## src/rtl/amo_sequencer_pkg.sv

```systemverilog
// ---------------------------------------------------------------------------
// amo_sequencer_pkg
//   Shared definitions for the AMO read-modify-write path: AMO op encodings,
//   sequencer FSM state encodings and the highest legal op code. Imported by
//   the sequencer, its ALU and the decode/control logic so all agree on codes.
// ---------------------------------------------------------------------------
package amo_sequencer_pkg;

    typedef enum logic [3:0] {
        AMO_SWAP = 4'd0,
        AMO_ADD  = 4'd1,
        AMO_AND  = 4'd2,
        AMO_OR   = 4'd3,
        AMO_XOR  = 4'd4,
        AMO_MAX  = 4'd5,
        AMO_MIN  = 4'd6,
        AMO_MAXU = 4'd7,
        AMO_MINU = 4'd8
    } amo_op_e;

    // Any op code above this is rejected without touching memory.
    localparam logic [3:0] AMO_OP_LAST = 4'd8;

    typedef enum logic [2:0] {
        S_IDLE = 3'd0,
        S_RD   = 3'd1,
        S_MOD  = 3'd2,
        S_WR   = 3'd3,
        S_DONE = 3'd4
    } amo_state_e;

endpackage

```

## src/rtl/amo_alu.sv

```systemverilog
// ---------------------------------------------------------------------------
// amo_alu
//   Combinational AMO modify step: new = f(op, old, rs2).
//   Ports: op (AMO op code), old_val (word read from memory),
//          rs2_val (register operand), new_val (word to write back).
//   MAX/MIN compare signed, MAXU/MINU unsigned; on a tie the old value wins.
// ---------------------------------------------------------------------------
module amo_alu
    import amo_sequencer_pkg::*;
#(
    parameter int XLEN = 32
) (
    input  logic [3:0]      op,
    input  logic [XLEN-1:0] old_val,
    input  logic [XLEN-1:0] rs2_val,
    output logic [XLEN-1:0] new_val
);

    logic rs2_lt_s, rs2_gt_s, rs2_lt_u, rs2_gt_u;

    assign rs2_lt_s = $signed(rs2_val) < $signed(old_val);
    assign rs2_gt_s = $signed(rs2_val) > $signed(old_val);
    assign rs2_lt_u = rs2_val < old_val;
    assign rs2_gt_u = rs2_val > old_val;

    always_comb begin
        new_val = old_val;
        case (op)
            AMO_SWAP: new_val = rs2_val;
            AMO_ADD:  new_val = old_val + rs2_val;
            AMO_AND:  new_val = old_val & rs2_val;
            AMO_OR:   new_val = old_val | rs2_val;
            AMO_XOR:  new_val = old_val ^ rs2_val;
            AMO_MAX:  new_val = rs2_gt_s ? rs2_val : old_val;
            AMO_MIN:  new_val = rs2_lt_s ? rs2_val : old_val;
            AMO_MAXU: new_val = rs2_gt_u ? rs2_val : old_val;
            AMO_MINU: new_val = rs2_lt_u ? rs2_val : old_val;
            default:  new_val = old_val;
        endcase
    end

endmodule

```

## src/rtl/amo_sequencer.sv

```systemverilog
// ---------------------------------------------------------------------------
// amo_sequencer
//   Multi-cycle read-modify-write sequencer for RV32A AMO*.W. Accepts one
//   request, reads the word, computes the new value, writes it back and
//   returns the old value for rd.
//   Ports:
//     clk, rst            clock; asynchronous active-low reset
//     start/op/rs1_addr/rs2_data/rd_idx   request, sampled when idle
//     busy                request in flight
//     done/err/rd_we/rd_waddr/rd_wdata    registered completion + rd write
//     mem_req/mem_we/mem_addr/mem_wdata   memory request, held until ready
//     mem_ready/mem_rdata                 memory handshake and read data
//   A memory phase that sees TIMEOUT cycles without mem_ready ends with err
//   (TIMEOUT=0 disables this).
// ---------------------------------------------------------------------------
module amo_sequencer
    import amo_sequencer_pkg::*;
#(
    parameter int XLEN    = 32,
    parameter int ADDR_W  = 32,
    parameter int TIMEOUT = 255
) (
    input  logic              clk,
    input  logic              rst,
    input  logic              start,
    input  logic [3:0]        op,
    input  logic [ADDR_W-1:0] rs1_addr,
    input  logic [XLEN-1:0]   rs2_data,
    input  logic [4:0]        rd_idx,
    output logic              busy,
    output logic              done,
    output logic              err,
    output logic              rd_we,
    output logic [4:0]        rd_waddr,
    output logic [XLEN-1:0]   rd_wdata,
    output logic              mem_req,
    output logic              mem_we,
    output logic [ADDR_W-1:0] mem_addr,
    output logic [XLEN-1:0]   mem_wdata,
    input  logic              mem_ready,
    input  logic [XLEN-1:0]   mem_rdata
);

    localparam int CNT_W = (TIMEOUT > 1) ? $clog2(TIMEOUT + 1) : 1;

    amo_state_e        state_q, state_d;
    logic [3:0]        op_q;
    logic [ADDR_W-1:0] addr_q;
    logic [XLEN-1:0]   rs2_q, old_q, new_q, alu_new;
    logic [4:0]        rd_idx_q;
    logic              fail_q;
    logic [CNT_W-1:0]  wait_q;
    logic              bad_req, timeout_hit, in_mem;

    amo_alu #(.XLEN(XLEN)) u_alu (
        .op      (op_q),
        .old_val (old_q),
        .rs2_val (rs2_q),
        .new_val (alu_new)
    );

    assign bad_req = (rs1_addr[1:0] != 2'b00) || (op > AMO_OP_LAST);
    assign in_mem  = (state_q == S_RD) || (state_q == S_WR);

    // Fires on the cycle whose stall would bring the wait count to TIMEOUT,
    // so mem_req is high for exactly TIMEOUT unanswered cycles.
    assign timeout_hit = (TIMEOUT != 0) && !mem_ready &&
                         (wait_q == CNT_W'(TIMEOUT - 1));

    // mem_req is decoded from the state register so reset drops it at once.
    assign busy      = (state_q != S_IDLE);
    assign mem_req   = in_mem;
    assign mem_we    = (state_q == S_WR);
    assign mem_addr  = in_mem ? addr_q : '0;
    assign mem_wdata = (state_q == S_WR) ? new_q : '0;

    always_comb begin
        state_d = state_q;
        case (state_q)
            S_IDLE: if (start) state_d = bad_req ? S_DONE : S_RD;
            S_RD: begin
                if (mem_ready)        state_d = S_MOD;
                else if (timeout_hit) state_d = S_DONE;
            end
            S_MOD:  state_d = S_WR;
            S_WR:   if (mem_ready || timeout_hit) state_d = S_DONE;
            S_DONE: state_d = S_IDLE;
            default: state_d = S_IDLE;
        endcase
    end

    always_ff @(posedge clk or negedge rst) begin
        if (!rst) begin
            state_q  <= S_IDLE;
            op_q     <= '0;
            addr_q   <= '0;
            rs2_q    <= '0;
            old_q    <= '0;
            new_q    <= '0;
            rd_idx_q <= '0;
            fail_q   <= 1'b0;
            wait_q   <= '0;
            done     <= 1'b0;
            err      <= 1'b0;
            rd_we    <= 1'b0;
            rd_waddr <= '0;
            rd_wdata <= '0;
        end else begin
            state_q <= state_d;

            // Completion outputs are registered one cycle behind S_DONE.
            done  <= (state_q == S_DONE);
            err   <= (state_q == S_DONE) && fail_q;
            rd_we <= (state_q == S_DONE) && !fail_q && (rd_idx_q != 5'd0);
            if (state_q == S_DONE) begin
                rd_waddr <= rd_idx_q;
                rd_wdata <= old_q;
            end

            if (state_q == S_IDLE && start) begin
                op_q     <= op;
                addr_q   <= rs1_addr;
                rs2_q    <= rs2_data;
                rd_idx_q <= rd_idx;
                old_q    <= '0;
                fail_q   <= bad_req;
            end

            if (state_q == S_RD && mem_ready) old_q <= mem_rdata;
            if (state_q == S_MOD)             new_q <= alu_new;
            if (in_mem && timeout_hit)        fail_q <= 1'b1;

            // Wait counter restarts on entry to each memory phase.
            if ((state_d == S_RD || state_d == S_WR) && state_d != state_q)
                wait_q <= '0;
            else if (in_mem && !mem_ready)
                wait_q <= wait_q + 1'b1;
        end
    end

endmodule

```

## config.mk

```make
export PLATFORM = sky130hd
export DESIGN_NAME = amo_sequencer
export DESIGN_NICKNAME = d
export VERILOG_FILES = /design/src/rtl/amo_sequencer_pkg.sv /design/src/rtl/amo_alu.sv /design/src/rtl/amo_sequencer.sv
export SDC_FILE = /design/constraint.sdc
export NUM_CORES = 1
export LEC_CHECK = 0
export BUFFER_PORTS_ARGS = -buffer_cell sky130_fd_sc_hd__buf_2
export CAP_MARGIN = 25
export CORE_MARGIN = 2
export CORE_UTILIZATION = 40
export DETAILED_ROUTE_END_ITERATION = 8
export GPL_TIMING_DRIVEN = 0
export SETUP_SLACK_MARGIN = 0.1
export SLEW_MARGIN = 30
export SYNTH_ARGS = -nofsm -noshare
export SYNTH_HDL_FRONTEND = slang
export SYNTH_SLANG_ARGS = --single-unit
export TNS_END_PERCENT = 30
```

## constraint.sdc

```tcl
create_clock -name clk -period 3.29 [get_ports clk]
set_input_delay 0.658 -clock clk [delete_from_list [all_inputs] [get_ports clk]]
set_output_delay 0.658 -clock clk [all_outputs]
set_load 0.02 [all_outputs]
```

==> reports/results.ini <==
[status]
violations=negative setup slack
status=finished with violations

[synthesis]
synth_compound_area_frac=0.2046
ys_types=65
synth_area_leader_cell=dfrtp_1
synth_xor_area_frac=0.008737
synth_mux_area_frac=0.04233
synth_top_family_by_area=compound AO/OA/AOI/OAI gates
seq_area_frac_synth=0.3932
synth-edff-count=0
synth_area_um2=12030
synth-warning-count=0
synth_area_leaders=dfrtp_1 39%, ha_1 10%, nand2_1 7.5%
syn_nets=1612
synth_flop_cell=dfrtp_1
syn_area_per_cell_um2=8.568
synthAdderAreaFrac=0.1036
yosysTopAreaCellShare=0.3932
synth-seq-cells=189
synthArstFlopShare=1.000
synth_cells=1404
yosys.area_share.simple=0.1915

[placed_design]
place.gp.congestion=0.9559
dp.cells=2011
io_buffers=215
dp_hpwl_mm=30.97

[sta]
min_period_over_period=1.087
tns_ps=-5789
hold_viol_final=0
slew_viol_final=0
skew_ps=15.76
setup_viol=31
slew_headroom=0.3379
clock.fmax_mhz=279.5
rsz0062_at_grt=yes
worstMarginPinSlew_ps=993.1
setup_ws_ps=-287.2
min_period_ps=3577

[routing]
drc=0
drt_iter0_markers=945
post_drt_via_cell_ratio=5.617
final_antenna_net_count=0
dr.pass1.iters=6
drt_wl_total_mm=44.52
vias=11760
wl_per_cell_um=21.26

[finish]
fin_cells=2094
layout-drive-gt1-share=0.2742
area_growth_pct=28.11
fin_nets=1898
n_fill_cell=2917

[global_routing]
grt_max_degree=84
grt_pass1_wl_mm=67.03
track_usage=0.2804
overflow=0
grt_pass1_vias=11460
antenna_found_initial=3

[clocking]
cts-root-buf=clkbuf_16
htreeDepth=4
cts.sinks=189
cts_tree=yes
cts_buffers=17
cts_hold_buf=0
clock_latency_ps=450
clkTransAtPathRegs_ps=80
cts_buffer_depth=2

[floorplan]
initial_utilization=0.4059
rows=63
chipWidth_um=177.4
dieArea_um2=31480
core_um2=29640
die_y_um=177.4
io_pins=216

[power_and_ir_drop]
pwr_density_cell_nw_per_um2=1098
p_leak_nw=7.462
peakVddDrop_uv=478.3

[worst_setup_path]
slowest_delay_ps=560
path_cells=inv_1 -> ha_1 -> nor2_1 -> nand4_1 -> or4_4 -> or3_4 -> a32o_2 -> a211o_4 -> buf_12 -> a2111oi_4 -> a21oi_1
critPathRequiredTime_ps=3610
critPathArrivalTime_ps=3900
endpoint_kind=flip-flop
setup.worst_path.class=flip-flop to flip-flop
critPathLaunchType=flip-flop
crit_fanout=6
slowest_stage=or4_4

[hold_path]
hold_path.class=input port to asynchronous set/reset pin

[flow_run]
maxCapViolations=0

==> synthesized netlist by cell type, drive strengths merged, types with 14 or more instances <==
master	instances
mux2	39
nor2	79
a21oi	101
nand2	240
or3	14
a31oi	21
and3	45
and2	38
o211ai	22
o21ai	108
o31ai	37
a21o	21
ha	98
clkbuf	75
dfrtp	189
inv	88
==> state kept, by name, summed over array words and instances (netlist names) <==
| name | flops |
|---|---|
| old_q | 32 |
| rd_wdata | 32 |
| new_q | 32 |
| addr_q | 32 |
| rs2_q | 32 |
| rd_idx_q | 5 |
| done | 1 |
| err | 1 |
| wait_q | 8 |
| rd_waddr | 5 |
| op_q | 4 |
| state_q | 3 |
| fail_q | 1 |
| rd_we | 1 |
==> what timing repair did <==
item,4_1_cts,5_1_grt
setup endpoints to repair,82,76
buffers inserted,34,15
resized for setup,104,58
cloned,3,2
pin swaps,31,26
==> final timing paths <==
path                         startpoint  cells past startpoint           end  slack, ps
setup / recovery              old_q[21]                     11      new_q[5]       -290
hold / removal                      rst                      1  rd_wdata[12]        100
setup reg to reg              old_q[21]                     11      new_q[5]       -290
hold reg to reg                  fail_q                      1         rd_we        450
max in group asynchronous           rst                      2     old_q[31]       2440
min in group clk           rs1_addr[18]                      3    addr_q[18]        400
==> layer usage <==
layer,vias up,wire (µm),GRT usage
li1,5479,-,-
met1,5667,19770,0.3978
met2,526,19550,0.4293
met3,87,3923,0.06084
met4,2,1261,0.07958
met5,-,13,0
==> report_power, final <==
part,total (mW),internal [mW],leakage (nW),switching (mW)
combinational,10.7,4.15,4.82,6.57
clock,2.12,1.06,0.269,1.07
sequential,4.07,3.32,2.37,0.741
==> layout make-up <==
type                       count  area, µm²  share of cell area
multi-input combinational   1039       7171              0.4653
sequential                   189       4736              0.3073
timing repair buffer         271       1650              0.1071
tap                          390      488.0             0.03167
clock buffer                  21      470.5             0.03053
buffer                        84      462.9             0.03004
inverter                      88      330.3             0.02144
clock inverter                11      98.84            0.006414
antenna                        1      2.502           0.0001624
==> critical path, delay by kind of cell (launching register included) <==
| kind | cells | cell delay (ps) |
|---|---|---|
| buffers and inverters | 2 | 350 |
| AND/OR/NAND/NOR | 4 | 1180 |
| flip-flops | 1 | 500 |
| AO/OA/AOI/OAI | 4 | 1070 |
| adder cells (fa/ha/maj) | 1 | 340 |
==> metrics by stage <==
stage | setup slack (ps) | area (µm²) | hold WS, ps | util | power [mW]
2_1_floorplan | -11.37 | 12120 | 362.4 | - | 9.746
3_3_place_gp | -2153 | 13690 | 444.8 | 0.4618 | 12.63
3_5_place_dp | -962.0 | 13760 | 449.0 | 0.4642 | 12.73
4_1_cts | -269.2 | 15100 | 99.01 | 0.5094 | 16.13
5_1_grt | -411.8 | 15410 | 106.3 | 0.5198 | 17.97
6_report | -287.2 | 15410 | 99.57 | 0.5199 | 16.91
==> kinds of logic (layout without fill, tap and decap cells) <==
logic type	count (synthesis)	after routing
simple gates	490	490
compound gates	392	392
flops	189	189
buf+inv	176	475
fa+ha+maj	99	99
mux	46	46
xor+xnor	12	12
other cells	0	1
==> placed cells by master, fill, tap and decap left out, types with 10 or more instances in the layout <==
master / instances
mux2_2: 39
inv_2: 16
nor2_1: 78
nor3_1: 13
a22oi_1: 12
or3_1: 13
a21o_1: 21
a21oi_2: 15
o31ai_1: 37
nand3_1: 10
o21ai_0: 94
buf_4: 45
a21oi_1: 80
buf_2: 215
inv_1: 72
a31oi_1: 21
o211ai_1: 22
and3_1: 45
clkbuf_16: 22
ha_1: 85
clkbuf_1: 57
dfrtp_1: 184
nand2_1: 238
and2_1: 38
Power figures use the tool's default switching activity.
